[config.mk]
export PLATFORM = sky130hd
export DESIGN_NAME = ps2_scancode_rx
export DESIGN_NICKNAME = d
export VERILOG_FILES = /design/src/rtl/ps2_pkg.sv /design/src/rtl/ps2_line_filter.sv /design/src/rtl/ps2_scancode_rx.sv
export SDC_FILE = /design/constraint.sdc
export NUM_CORES = 1
export LEC_CHECK = 0
export ABC_AREA = 1
export BUFFER_PORTS_ARGS = -buffer_cell sky130_fd_sc_hd__buf_2
export CORE_ASPECT_RATIO = 0.8
export CORE_UTILIZATION = 41
export CTS_CLUSTER_DIAMETER = 200
export DETAILED_ROUTE_END_ITERATION = 12
export GPL_TIMING_DRIVEN = 1
export PLACE_DENSITY = 0.66
export SYNTH_ARGS = -nofsm -noshare
export SYNTH_HDL_FRONTEND = slang
export SYNTH_HIERARCHICAL = 1
export SYNTH_SLANG_ARGS = --single-unit
[constraint.sdc]
create_clock -name clk -period 1.6 [get_ports clk]
set_clock_uncertainty 0.15 [all_clocks]
set_input_delay 0.24 -clock clk [delete_from_list [all_inputs] [get_ports clk]]
set_output_delay 0.24 -clock clk [all_outputs]
set_load 0.05 [all_outputs]
[src/rtl/ps2_pkg.sv]
// Shared types and constants for the PS/2 scan-code receiver: FSM encoding,
// scan-code values, key-vector bit positions and the key decode helpers.
package ps2_pkg;

  typedef enum logic [1:0] {IDLE, DATA, PARITY, STOP} ps2_state_e;

  localparam logic [7:0] SC_UP    = 8'h75;
  localparam logic [7:0] SC_DOWN  = 8'h72;
  localparam logic [7:0] SC_LEFT  = 8'h6B;
  localparam logic [7:0] SC_RIGHT = 8'h74;
  localparam logic [7:0] SC_ENTER = 8'h5A;
  localparam logic [7:0] SC_F1    = 8'h05;
  localparam logic [7:0] SC_F2    = 8'h06;
  localparam logic [7:0] SC_EXT   = 8'hE0;
  localparam logic [7:0] SC_BRK   = 8'hF0;

  localparam int KV_W     = 7;
  localparam int KV_UP    = 0;
  localparam int KV_DOWN  = 1;
  localparam int KV_LEFT  = 2;
  localparam int KV_RIGHT = 3;
  localparam int KV_ENTER = 4;
  localparam int KV_F1    = 5;
  localparam int KV_F2    = 6;

  typedef struct packed {
    logic [7:0]      code;
    logic [KV_W-1:0] vec;
  } ps2_key_t;

  function automatic logic [KV_W-1:0] decode_key(input logic [7:0] code);
    logic [KV_W-1:0] v;
    v = '0;
    case (code)
      SC_UP:    v[KV_UP]    = 1'b1;
      SC_DOWN:  v[KV_DOWN]  = 1'b1;
      SC_LEFT:  v[KV_LEFT]  = 1'b1;
      SC_RIGHT: v[KV_RIGHT] = 1'b1;
      SC_ENTER: v[KV_ENTER] = 1'b1;
      SC_F1:    v[KV_F1]    = 1'b1;
      SC_F2:    v[KV_F2]    = 1'b1;
      default:  v = '0;
    endcase
    return v;
  endfunction

  // Codes that still decode when preceded by the E0 prefix.
  function automatic logic is_nav(input logic [7:0] code);
    return (code == SC_UP) || (code == SC_DOWN) || (code == SC_LEFT) ||
           (code == SC_RIGHT) || (code == SC_ENTER);
  endfunction

endpackage

[src/rtl/ps2_line_filter.sv]
// One PS/2 line: 2-flop synchroniser, stability filter (idle high) and a
// one-cycle strobe on each accepted 1->0 transition.
module ps2_line_filter #(
  parameter int FILTER_LEN = 8
) (
  input  logic clk,
  input  logic reset,
  input  logic raw,
  output logic filt,
  output logic fall
);
  localparam int CW = $clog2(FILTER_LEN + 1);

  logic [1:0]    sync_q;
  logic [CW-1:0] cnt_q;

  always_ff @(posedge clk) begin
    if (reset) begin
      sync_q <= 2'b11;
      cnt_q  <= '0;
      filt   <= 1'b1;
      fall   <= 1'b0;
    end else begin
      sync_q <= {sync_q[0], raw};
      fall   <= 1'b0;
      if (sync_q[1] == filt) begin
        cnt_q <= '0;
      end else if (cnt_q == CW'(FILTER_LEN - 1)) begin
        // New level held long enough; a change away from 1 is a falling edge.
        filt  <= sync_q[1];
        fall  <= filt;
        cnt_q <= '0;
      end else begin
        cnt_q <= cnt_q + 1'b1;
      end
    end
  end

endmodule

[src/rtl/ps2_scancode_rx.sv]
// PS/2 keyboard scan-code receiver with key decode and ack handshake.
// Optional build macro PS2_BREAK_FILTER_EN: swallow F0 break sequences.
module ps2_scancode_rx
  import ps2_pkg::*;
#(
  parameter int FILTER_LEN  = 8,
  parameter int TIMEOUT_CYC = 50000
) (
  input  logic            clk,
  input  logic            reset,
  input  logic            ps2_clk,
  input  logic            ps2_data,
  input  logic            key_ack,
  output logic [7:0]      scan_code,
  output logic            key_ready,
  output logic [KV_W-1:0] key_vec,
  output logic            overrun,
  output logic            frame_err
);
  localparam int STAGES = 1;
  localparam int TW     = $clog2(TIMEOUT_CYC + 1);
  localparam logic [TW-1:0] TO_LIM = TW'(TIMEOUT_CYC);

  // Line 0 is the PS/2 clock, line 1 the data.
  logic [1:0] raw, filt, fall;
  assign raw = {ps2_data, ps2_clk};

  for (genvar g = 0; g < 2; g++) begin : g_line
    ps2_line_filter #(.FILTER_LEN(FILTER_LEN)) u_filt (
      .clk  (clk),
      .reset(reset),
      .raw  (raw[g]),
      .filt (filt[g]),
      .fall (fall[g])
    );
  end

  logic clk_fall, data_f, unused_data_fall;
  assign clk_fall         = fall[0];
  assign data_f           = filt[1];
  assign unused_data_fall = fall[1];

  ps2_state_e    state_q, state_d;
  logic [7:0]    shift_q;
  logic [2:0]    bit_cnt_q;
  logic          par_q;
  logic [TW-1:0] to_cnt_q;
  logic          to_hit, shift_en, par_en, stop_edge, to_abort, frame_ok;
  logic [STAGES:0] vld_pipe;

  assign to_hit = (to_cnt_q >= TO_LIM);

  always_ff @(posedge clk) begin
    if (reset) state_q <= IDLE;
    else       state_q <= state_d;
  end

  always_comb begin
    state_d   = state_q;
    shift_en  = 1'b0;
    par_en    = 1'b0;
    stop_edge = 1'b0;
    to_abort  = 1'b0;
    if (state_q != IDLE && !clk_fall && to_hit) begin
      state_d  = IDLE;
      to_abort = 1'b1;
    end else if (clk_fall) begin
      case (state_q)
        IDLE:   if (!data_f) state_d = DATA;
        DATA: begin
          shift_en = 1'b1;
          if (bit_cnt_q == 3'd7) state_d = PARITY;
        end
        PARITY: begin
          par_en  = 1'b1;
          state_d = STOP;
        end
        STOP: begin
          stop_edge = 1'b1;
          state_d   = IDLE;
        end
        default: state_d = IDLE;
      endcase
    end
  end

  always_ff @(posedge clk) begin
    if (reset) begin
      shift_q   <= '0;
      bit_cnt_q <= '0;
      par_q     <= 1'b0;
    end else begin
      if (shift_en) shift_q <= {data_f, shift_q[7:1]};
      if (state_q == IDLE)  bit_cnt_q <= '0;
      else if (shift_en)    bit_cnt_q <= bit_cnt_q + 1'b1;
      if (par_en) par_q <= data_f;
    end
  end

  // Idle time inside a frame; any clock edge restarts the count.
  always_ff @(posedge clk) begin
    if (reset || state_q == IDLE || clk_fall) to_cnt_q <= '0;
    else                                      to_cnt_q <= to_cnt_q + 1'b1;
  end

  assign frame_ok    = stop_edge && data_f && (^{shift_q, par_q});
  assign vld_pipe[0] = frame_ok;

  always_ff @(posedge clk) begin
    if (reset) begin
      vld_pipe[STAGES:1] <= '0;
      frame_err          <= 1'b0;
    end else begin
      vld_pipe[STAGES:1] <= vld_pipe[STAGES-1:0];
      frame_err          <= (stop_edge && !frame_ok) || to_abort;
    end
  end

  // Prefix handling on the accepted byte.
  logic     accept, deliver, set_ext, clr_ext, ext_q;
  ps2_key_t dlv;
  assign accept = vld_pipe[STAGES];

`ifdef PS2_BREAK_FILTER_EN
  logic brk_q, set_brk, clr_brk;
`endif

  always_comb begin
    deliver  = 1'b0;
    set_ext  = 1'b0;
    clr_ext  = 1'b0;
`ifdef PS2_BREAK_FILTER_EN
    set_brk  = 1'b0;
    clr_brk  = 1'b0;
`endif
    dlv.code = shift_q;
    dlv.vec  = decode_key(shift_q);
    if (ext_q && !is_nav(shift_q)) dlv.vec = '0;
    if (accept) begin
      if (shift_q == SC_EXT) begin
        set_ext = 1'b1;
`ifdef PS2_BREAK_FILTER_EN
      end else if (shift_q == SC_BRK) begin
        set_brk = 1'b1;
      end else if (brk_q) begin
        clr_brk = 1'b1;
        clr_ext = 1'b1;
`endif
      end else begin
        deliver = 1'b1;
        clr_ext = 1'b1;
      end
    end
  end

  always_ff @(posedge clk) begin
    if (reset)        ext_q <= 1'b0;
    else if (set_ext) ext_q <= 1'b1;
    else if (clr_ext) ext_q <= 1'b0;
  end

`ifdef PS2_BREAK_FILTER_EN
  always_ff @(posedge clk) begin
    if (reset)        brk_q <= 1'b0;
    else if (set_brk) brk_q <= 1'b1;
    else if (clr_brk) brk_q <= 1'b0;
  end
`endif

  // A new code beats a same-cycle ack; overrun only when nothing acked it.
  always_ff @(posedge clk) begin
    if (reset) begin
      scan_code <= '0;
      key_vec   <= '0;
      key_ready <= 1'b0;
      overrun   <= 1'b0;
    end else if (deliver) begin
      scan_code <= dlv.code;
      key_vec   <= dlv.vec;
      key_ready <= 1'b1;
      if (key_ready && !key_ack) overrun <= 1'b1;
    end else if (key_ack && key_ready) begin
      key_ready <= 1'b0;
      key_vec   <= '0;
      overrun   <= 1'b0;
    end
  end

endmodule

==> run metrics, run 1 <==
power density over the cells 950 nW/um^2; Hold Path Stages 4; number of buffer cells added on primary ports 22; Bufs on Longest Clock Path 2; run status complete, no violations; setup slack after placement -0.0182 ns; critical path data arrival time 1.64 ns; reg-to-reg setup timing slack 0.04 ns; nets@finish 465; average footprint of a synthesized cell 7.31 sq um; Worst path most repeated cell sky130_fd_sc_hd__nor2_4; capturing point of the worst reg2reg path to_cnt_q[14]; Synthesized Nets 413; final HPWL from detailed placement 4350 um; startpoint class of the critical path flop; pin slew with the least headroom to its limit 0.457 ns; root buffer cell sky130_fd_sc_hd__clkbuf_8; core region area 6860 sq um; Top Ports 23; critical path class flop to flop; antenna violations before repair 0; count of placed standard cells in the final layout, fillers left out 542; Inserted Clock Buffers 9; area enclosed by the die boundary 7440 sq um; layout overhead on the synthesized area 27.1%; clk sinks 65; vertical extent of the die 77.3 um; peak clock frequency supported by timing 641 MHz; Final Hold Viols 0; startpoint of the worst hold path reset; CTS tree yes; largest stage delay on the critical path 0.36 ns; area after detailed placement 3280 sq um; leading cell type in the layout, fill and taps excluded sky130_fd_sc_hd__nand2_1; detailed-route wire length per cell 11.2 um; drt via density 4.84; synthesized netlist cell count 398; drc violations 0; Inserted Diodes 0; global-route wire length before repair 10300 um; final design area excluding fillers 3690 sq um; H-tree Lvls 3; clock transition at the registers of the reported paths 0.07 ns; slew margin rel. 69.5%; final weighted congestion in routability-driven placement 0.870; post-route fraction of the period consumed by the critical path 97.5%; starting density of the core 42.4%; Global Route Usage Sum 17.7%; total number of vias 2621; worst hold-check slack 0.0864 ns; worst voltage drop across the vdd grid 696 uV; total leakage power 0.00157 uW; number of global-route vias before repair 2337; post-synth design cell area 2910 sq um; beginning of the worst register-to-register path to_cnt_q[1]; post-route antenna net violation count 0; shortest period the worst path allows 1.56 ns; worst endpoint required time 1.68 ns; Ys Warns 6; endpoint with the worst hold slack bit_cnt_q[1]; die extent in x 96.2 um; final-report max-slew violation count 0; maximum number of pins on one net before global-route repair 21; global route total overflow 0; depth of the worst register-to-register path 10; kind of end point of the critical path flop; Placed Instances 523; final count of negative-setup-slack endpoints 0; worst-path cell chain ha_4 -> nand2_4 -> nor2_4 -> nand2_2 -> nor2_4 -> nand2_4 -> nor2_4 -> nand3_2 -> nand2_2 -> a21oi_2; setup slack after layout 0.0404 ns; Core Util, Final 53.9%; Pre-Repair DR Iteration Count 4; fraction of layout instances using a drive strength above 1 23.3%; setup repair after global routing missed its margin yes; classification of the worst-slack hold path input port to flop; commonest cells after routing, fill and taps aside sky130_fd_sc_hd__nand2_1, sky130_fd_sc_hd__dfxtp_1, sky130_fd_sc_hd__inv_1; clock latency reported for the late side of the worst-skew pair 0.34 ns; final routed wirelength across all metal layers 6060 um; maximum fanout encountered on the critical timing path 4; total of max-cap violations 0; number of fillers in the final layout 643; number of rows created at floorplan 27; starting DRC count in detailed routing 121; cell at the slowest stage of the critical path sky130_fd_sc_hd__dfxtp_2
stage by stage:
stage	total power [uW]	setup TNS (ns)
after floorplan	1690	0
after global routing	3610	-0.201
after global placement	1710	0
final	3510	0
after CTS	3550	0
after detailed placement	1710	-0.0406
sequential cells by signal, indices dropped and copies added (netlist names):
register and count:
g_line.u_filt/cnt_q 8, shift_q 8, accept 1, scan_code 8
ext_q 1, g_line.u_filt/sync_q 4, frame_err 1, to_cnt_q 16
g_line.u_filt/filt 2, bit_cnt_q 3, state_q 2, par_q 1
g_line.u_filt/fall 1, key_ready 1, key_vec 7, overrun 1
worst max-delay path by stage:
stage,from,endpoint,cells after the start
4_1_cts,to_cnt_q[0],to_cnt_q[14],9
5_1_grt,to_cnt_q[1],to_cnt_q[14],10
2_1_floorplan,to_cnt_q[0],to_cnt_q[14],10
3_5_place_dp,to_cnt_q[0],to_cnt_q[14],10
6_report,to_cnt_q[1],to_cnt_q[14],10
3_3_place_gp,shift_q[4],overrun,8
metal layers:
layer  track usage, %  wire, um  vias to the layer above
met4             6.42        59                        0
met3             5.36       305                        6
met1             25.2      3040                     1191
met2             25.0      2650                       37
met5                0         0                        -
li1                 -         -                     1387
power by group:
part | internal, uW | total, uW | switching (uW)
clock | 1190 | 1840 | 642
combinational | 18.6 | 47.7 | 29.1
sequential | 1620 | 1630 | 3.43
total | 2840 | 3510 | 675
layout make-up:
cell class,count,area [sq um],area share [%]
sequential,65,1310,35.4
clock inverter,7,143,3.86
inverter,51,194,5.25
clock buffer,9,124,3.35
multi-input combinational,274,1480,40.2
tap,87,109,2.95
timing repair buffer,49,334,9.04
what timing repair did:
| item | 4_1_cts | 5_1_grt |
|---|---|---|
| hold buffers | 2 | 0 |
| setup buffers | 0 | 1 |
| endpoints found under the hold margin | 2 | 0 |
| gates resized for setup | 1 | 35 |
| setup endpoints to repair | 3 | 36 |
| pin swaps | 0 | 10 |
worst max-delay path: cells and delay by family (launching register included):
family / cells / cell delay, ns
and+or+nand+nor: 8 / 0.74
DFF: 1 / 0.36
adders and majority gates: 1 / 0.15
AOI/OAI and AO/OA: 1 / 0.05
(Power assumes the default switching activity.)
==> inputs of run 2 (changes only) <==
--- a/config.mk
+++ b/config.mk
@@ -8,11 +8,11 @@
 export ABC_AREA = 1
 export BUFFER_PORTS_ARGS = -buffer_cell sky130_fd_sc_hd__buf_2
 export CORE_ASPECT_RATIO = 0.8
-export CORE_UTILIZATION = 41
+export CORE_UTILIZATION = 53
 export CTS_CLUSTER_DIAMETER = 200
 export DETAILED_ROUTE_END_ITERATION = 12
 export GPL_TIMING_DRIVEN = 1
-export PLACE_DENSITY = 0.66
+export PLACE_DENSITY = 0.81
 export SYNTH_ARGS = -nofsm -noshare
 export SYNTH_HDL_FRONTEND = slang
 export SYNTH_HIERARCHICAL = 1
==> run 2 against run 1 <==
Compared with the run above:
- the flow now finishes with violations (setup timing)
- final cell count decreased by 3.5%
- sequential power about the same
- utilization increased by 18 points
- critical path depth decreased by 3
- non-clock buffer count increased by 7
- total power decreased by 8.6%
- hold slack improved by 0.015 ns
- flip-flop and latch count unchanged
- worst setup slack got worse by 0.064 ns
- die area decreased by 22%
==> run metrics, run 2 (synthesized netlist as in run 1, its figures left out) <==
number of fillers in the final layout 368; number of buffer and inverter instances along the worst setup path 1; peak clock frequency supported by timing 616 MHz; reg-to-reg setup timing slack -0.02 ns; final routed wirelength across all metal layers 7040 um; area after detailed placement 3250 sq um; clk sinks 65; post-route fraction of the period consumed by the critical path 101%; beginning of the worst register-to-register path shift_q[6]; maximum fanout encountered on the critical timing path 7; critical path class flop to flop; power density over the cells 865 nW/um^2; shortest period the worst path allows 1.62 ns; H-tree Lvls 3; slew margin rel. 78.3%; Bufs on Longest Clock Path 2; post-route antenna net violation count 0; leading cell type in the layout, fill and taps excluded sky130_fd_sc_hd__nand2_1; detailed-route wire length per cell 13.5 um; drt via density 5.46; setup slack after layout -0.0236 ns; final-report max-slew violation count 0; number of global-route vias before repair 2446; startpoint of the worst hold path key_ack; total leakage power 0.00160 uW; final HPWL from detailed placement 4660 um; global route total overflow 0; core region area 5150 sq um; worst-path cell chain nand2_1 -> nor3_2 -> nand3_2 -> and2_4 -> buf_4 -> o21ai_0 -> a21oi_1; Inserted Diodes 0; pin slew with the least headroom to its limit 0.324 ns; number of rows created at floorplan 23; antenna violations before repair 0; Pre-Repair DR Iteration Count 7; worst hold-check slack 0.102 ns; clock transition at the registers of the reported paths 0.07 ns; area enclosed by the die boundary 5790 sq um; drc violations 0; Critical Path Source shift_q[6]; max FFs per register 16; critical path data arrival time 1.70 ns; global-route wire length before repair 10800 um; violations in the final reports setup timing; number of buffer cells added on primary ports 22; Core Util, Final 72.0%; fraction of layout instances using a drive strength above 1 27.3%; vertical extent of the die 68.3 um; Global Route Usage Sum 24.4%; layout overhead on the synthesized area 27.6%; nets@finish 473; worst voltage drop across the vdd grid 656 uV; commonest cells after routing, fill and taps aside sky130_fd_sc_hd__nand2_1, sky130_fd_sc_hd__dfxtp_1, sky130_fd_sc_hd__inv_1; die extent in x 84.8 um; Final Hold Viols 0; starting density of the core 56.4%; largest stage delay on the critical path 0.36 ns; CTS tree yes; classification of the worst-slack hold path input port to flop; final count of negative-setup-slack endpoints 1; Top Ports 23; setup repair after global routing missed its margin yes; final design area excluding fillers 3710 sq um; maximum number of pins on one net before global-route repair 19; Biggest register to_cnt_q; setup slack after placement -0.0604 ns; final weighted congestion in routability-driven placement 0.928; Inserted Clock Buffers 9; CP delay by family, top simple AND/OR/NAND/NOR gates; clock latency reported for the late side of the worst-skew pair 0.34 ns; root buffer cell sky130_fd_sc_hd__clkbuf_8; startpoint class of the critical path flop; kind of end point of the critical path flop; worst endpoint required time 1.67 ns; starting DRC count in detailed routing 273; run status complete, but fails checks; cell at the slowest stage of the critical path sky130_fd_sc_hd__dfxtp_2; total number of vias 2857; total of max-cap violations 0
[run 2: cell count changes in the layout (fill, tap and decap cells not counted), sizes merged]
cell,delta
buf,+6
bufinv,-2
clkbuf,+2
clkinv,-2
and2,+1
dlygate4sd3,+1
[run 2: final timing paths]
kind                                              endpoint  cells past startpoint
worst max register to register                scan_code[3]                      7
worst max-delay path                          scan_code[3]                      7
worst min register to register  g_line[0].u_filt/sync_q[1]                      1
worst min-delay path                             key_ready                      4
[run 2: tightest hold or removal path, cell delays in order]
cell                      delay, ns
sky130_fd_sc_hd__buf_2         0.13
sky130_fd_sc_hd__inv_1         0.05
sky130_fd_sc_hd__nand2_1       0.07
sky130_fd_sc_hd__a21oi_1       0.06
[run 2: stage by stage]
| stage | TNS (ns) | instances | power (uW) |
|---|---|---|---|
| 3_3_place_gp | -0.00636 | 498 | 1710 |
| 4_1_cts | 0 | 518 | 3240 |
| 2_1_floorplan | 0 | 398 | 1690 |
| 3_5_place_dp | -0.152 | 498 | 1710 |
| 5_1_grt | -0.380 | 523 | 3300 |
| 6_report | -0.0236 | 523 | 3210 |
[run 2: cell type report]
type                       count  area (sq um)  share of cell area (%)
multi-input combinational    275          1510                    40.7
sequential                    65          1320                    35.6
timing repair buffer          56           385                    10.4
inverter                      51           196                    5.30
clock buffer                  11           151                    4.08
tap                           62          77.6                    2.09
clock inverter                 3          65.1                    1.75
[run 2: metal layers]
layer | global-route usage, % | wire, um
met1 | 29.4 | 3110
met2 | 40.2 | 3320
met3 | 9.05 | 457
met4 | 9.96 | 155
met5 | 0 | 0
[run 2: timing repair]
item                                    4_1_cts  5_1_grt
hold buffers                                  3        0
pin swaps                                     8       13
setup buffers                                 3        4
endpoints found under the hold margin         4        0
endpoints found under the setup margin        5       30
resized for setup                            13       43
cloned                                        0        1
[run 2: where the power goes]
group | switching (uW) | internal, uW | total (uW)
clock | 589 | 942 | 1530
sequential | 3.62 | 1620 | 1620
combinational | 31.6 | 23.5 | 55.1
==> inputs of run 3 (changes only) <==
--- a/config.mk
+++ b/config.mk
@@ -8,11 +8,13 @@
 export ABC_AREA = 1
 export BUFFER_PORTS_ARGS = -buffer_cell sky130_fd_sc_hd__buf_2
 export CORE_ASPECT_RATIO = 0.8
-export CORE_UTILIZATION = 53
+export CORE_UTILIZATION = 55
+export CTS_BUF_LIST = sky130_fd_sc_hd__clkbuf_16
 export CTS_CLUSTER_DIAMETER = 200
 export DETAILED_ROUTE_END_ITERATION = 12
+export GPL_ROUTABILITY_DRIVEN = 0
 export GPL_TIMING_DRIVEN = 1
-export PLACE_DENSITY = 0.81
+export PLACE_DENSITY = 0.8
 export SYNTH_ARGS = -nofsm -noshare
 export SYNTH_HDL_FRONTEND = slang
 export SYNTH_HIERARCHICAL = 1
==> constraint.sdc (replaced) <==
create_clock -name clk -period 1.5 [get_ports clk]
set_clock_uncertainty 0.15 [all_clocks]
set_input_delay 0.225 -clock clk [delete_from_list [all_inputs] [get_ports clk]]
set_output_delay 0.225 -clock clk [all_outputs]
set_load 0.05 [all_outputs]
==> run 3 against run 2 <==
Compared with the run above:
- the run still ends with setup timing left
- first-iteration DRC count decreased by 30%
- clock-buffer cell count decreased by 2
- via count up 1.9%
- sequential power up 7%
- critical path type unchanged
- critical endpoint is now to_cnt_q[13]
- largest power group is now clock
==> run metrics, run 3 (synthesized netlist as in run 1, its figures left out) <==
run status complete, but fails checks; violations in the final reports setup timing; setup slack after placement -0.102 ns; post-route antenna net violation count 0; global route total overflow 0; total leakage power 0.00168 uW; final HPWL from detailed placement 4410 um; final count of negative-setup-slack endpoints 11; Inserted Clock Buffers 9; total chip power 3920 uW; post-route fraction of the period consumed by the critical path 105%; Final Hold Viols 0; leading cell type in the layout, fill and taps excluded sky130_fd_sc_hd__nand2_1; die extent in x 83.3 um; starting DRC count in detailed routing 192; worst endpoint required time 1.60 ns; largest stage delay on the critical path 0.35 ns; total number of vias 2910; vertical extent of the die 67.0 um; clock transition at the registers of the reported paths 0.05 ns; Top Ports 23; worst voltage drop across the vdd grid 1150 uV; H-tree Lvls 3; critical path data arrival time 1.68 ns; maximum number of pins on one net before global-route repair 21; peak clock frequency supported by timing 633 MHz; startpoint class of the critical path flop; power density over the cells 993 nW/um^2; slew margin rel. 56.6%; number of global-route vias before repair 2581; Inserted Diodes 0; worst-path cell chain buf_4 -> nand3_2 -> nor2_2 -> inv_2 -> buf_4 -> nor2_2 -> nand3_1 -> a21oi_1; CP delay by family, top simple AND/OR/NAND/NOR gates; maximum fanout encountered on the critical timing path 4; root buffer cell sky130_fd_sc_hd__clkbuf_16; area enclosed by the die boundary 5580 sq um; setup repair after global routing missed its margin yes; fraction of layout instances using a drive strength above 1 33.0%; starting density of the core 57.7%; classification of the worst-slack hold path input port to flop; nets@finish 481; kind of end point of the critical path flop; core region area 5040 sq um; commonest cells after routing, fill and taps aside sky130_fd_sc_hd__nand2_1, sky130_fd_sc_hd__dfxtp_1, sky130_fd_sc_hd__inv_1; final-report max-slew violation count 0; number of buffer cells added on primary ports 22; clock latency reported for the late side of the worst-skew pair 0.33 ns; footprint of the flip-flops and latches 1320 sq um; Bufs on Longest Clock Path 2; global-route wire length before repair 11400 um; max FFs per register 16; layout overhead on the synthesized area 35.8%; detailed-route wire length per cell 13.8 um; clk sinks 65; drt via density 5.47; Biggest register to_cnt_q; pin slew with the least headroom to its limit 0.650 ns; shortest period the worst path allows 1.58 ns; number of fillers in the final layout 294; number of buffer and inverter instances along the worst setup path 3; antenna violations before repair 0; setup TNS -0.345 ns; cell at the slowest stage of the critical path sky130_fd_sc_hd__dfxtp_2; Global Route Usage Sum 26.6%; number of rows created at floorplan 23; CTS tree yes; drc violations 0; setup slack after layout -0.0801 ns; Pre-Repair DR Iteration Count 6; critical path class flop to flop; total of max-cap violations 0; final routed wirelength across all metal layers 7330 um; worst hold-check slack 0.120 ns; area of combinational cells with multiple inputs 1560 sq um
## run 3: changes by cell type in the layout (fill, tap and decap cells not counted), sizes merged
cell	before	now
inv	51	53
clkinv	1	2
buf	53	62
and2	2	1
clkbuf	11	10
dlygate4sd3	3	2
## run 3: worst reg2reg max path, stage by stage (launching register included)
cell	delay, ns
sky130_fd_sc_hd__dfxtp_2	0.35
sky130_fd_sc_hd__buf_4	0.12
sky130_fd_sc_hd__nand3_2	0.09
sky130_fd_sc_hd__nor2_2	0.13
sky130_fd_sc_hd__inv_2	0.06
sky130_fd_sc_hd__buf_4	0.14
sky130_fd_sc_hd__nor2_2	0.15
sky130_fd_sc_hd__nand3_1	0.12
sky130_fd_sc_hd__a21oi_1	0.19
## run 3: cell type report
type / instances / share of cell area, %
Sequential cell: 65 / 33.4
Timing Repair Buffer: 65 / 12.6
Clock buffer: 9 / 5.70
Multi-Input combinational cell: 274 / 39.5
Clock inverter: 6 / 1.93
Tap cell: 62 / 1.96
Inverter: 51 / 4.91
## run 3: path summary, 6_finish.rpt
check                                                start                         end  slack (ns)  cells past startpoint
worst max-delay path                           to_cnt_q[0]                to_cnt_q[13]       -0.08                      8
worst min-delay path                               key_ack                   key_ready        0.12                      4
worst max register to register                 to_cnt_q[0]                to_cnt_q[13]       -0.08                      8
worst min register to register  g_line[0].u_filt/sync_q[0]  g_line[0].u_filt/sync_q[1]        0.25                      1
## run 3: through the flow
step / util (%) / cell area (sq um) / instances
2_1_floorplan: - / 2940 / 398
3_5_place_dp: 66.8 / 3360 / 506
6_report: 78.4 / 3950 / 532
5_1_grt: 78.4 / 3950 / 532
4_1_cts: 75.3 / 3790 / 528
3_3_place_gp: 66.8 / 3360 / 506
## run 3: where the power goes
part	internal [uW]	leakage [uW]	switching (uW)	total (uW)
Combinational	21.3	0.000998	35.4	56.7
Sequential	1730	0.000531	3.55	1740
Clock	1420	0.000155	708	2130
## run 3: routing by layer
metal,vias up,global-route usage [%],wire (um)
met5,-,0,0
met4,0,11.4,126
met3,20,8.80,489
met2,116,43.3,3450
met1,1356,32.5,3270
li1,1418,-,-
## run 3: timing repair
action / CTS / global route
hold buffers: 2 / 0
endpoints found under the hold margin: 2 / 0
gates resized for setup: 30 / 50
cloned: 0 / 1
setup buffers: 5 / 4
pin swaps: 14 / 19
setup endpoints to repair: 30 / 42
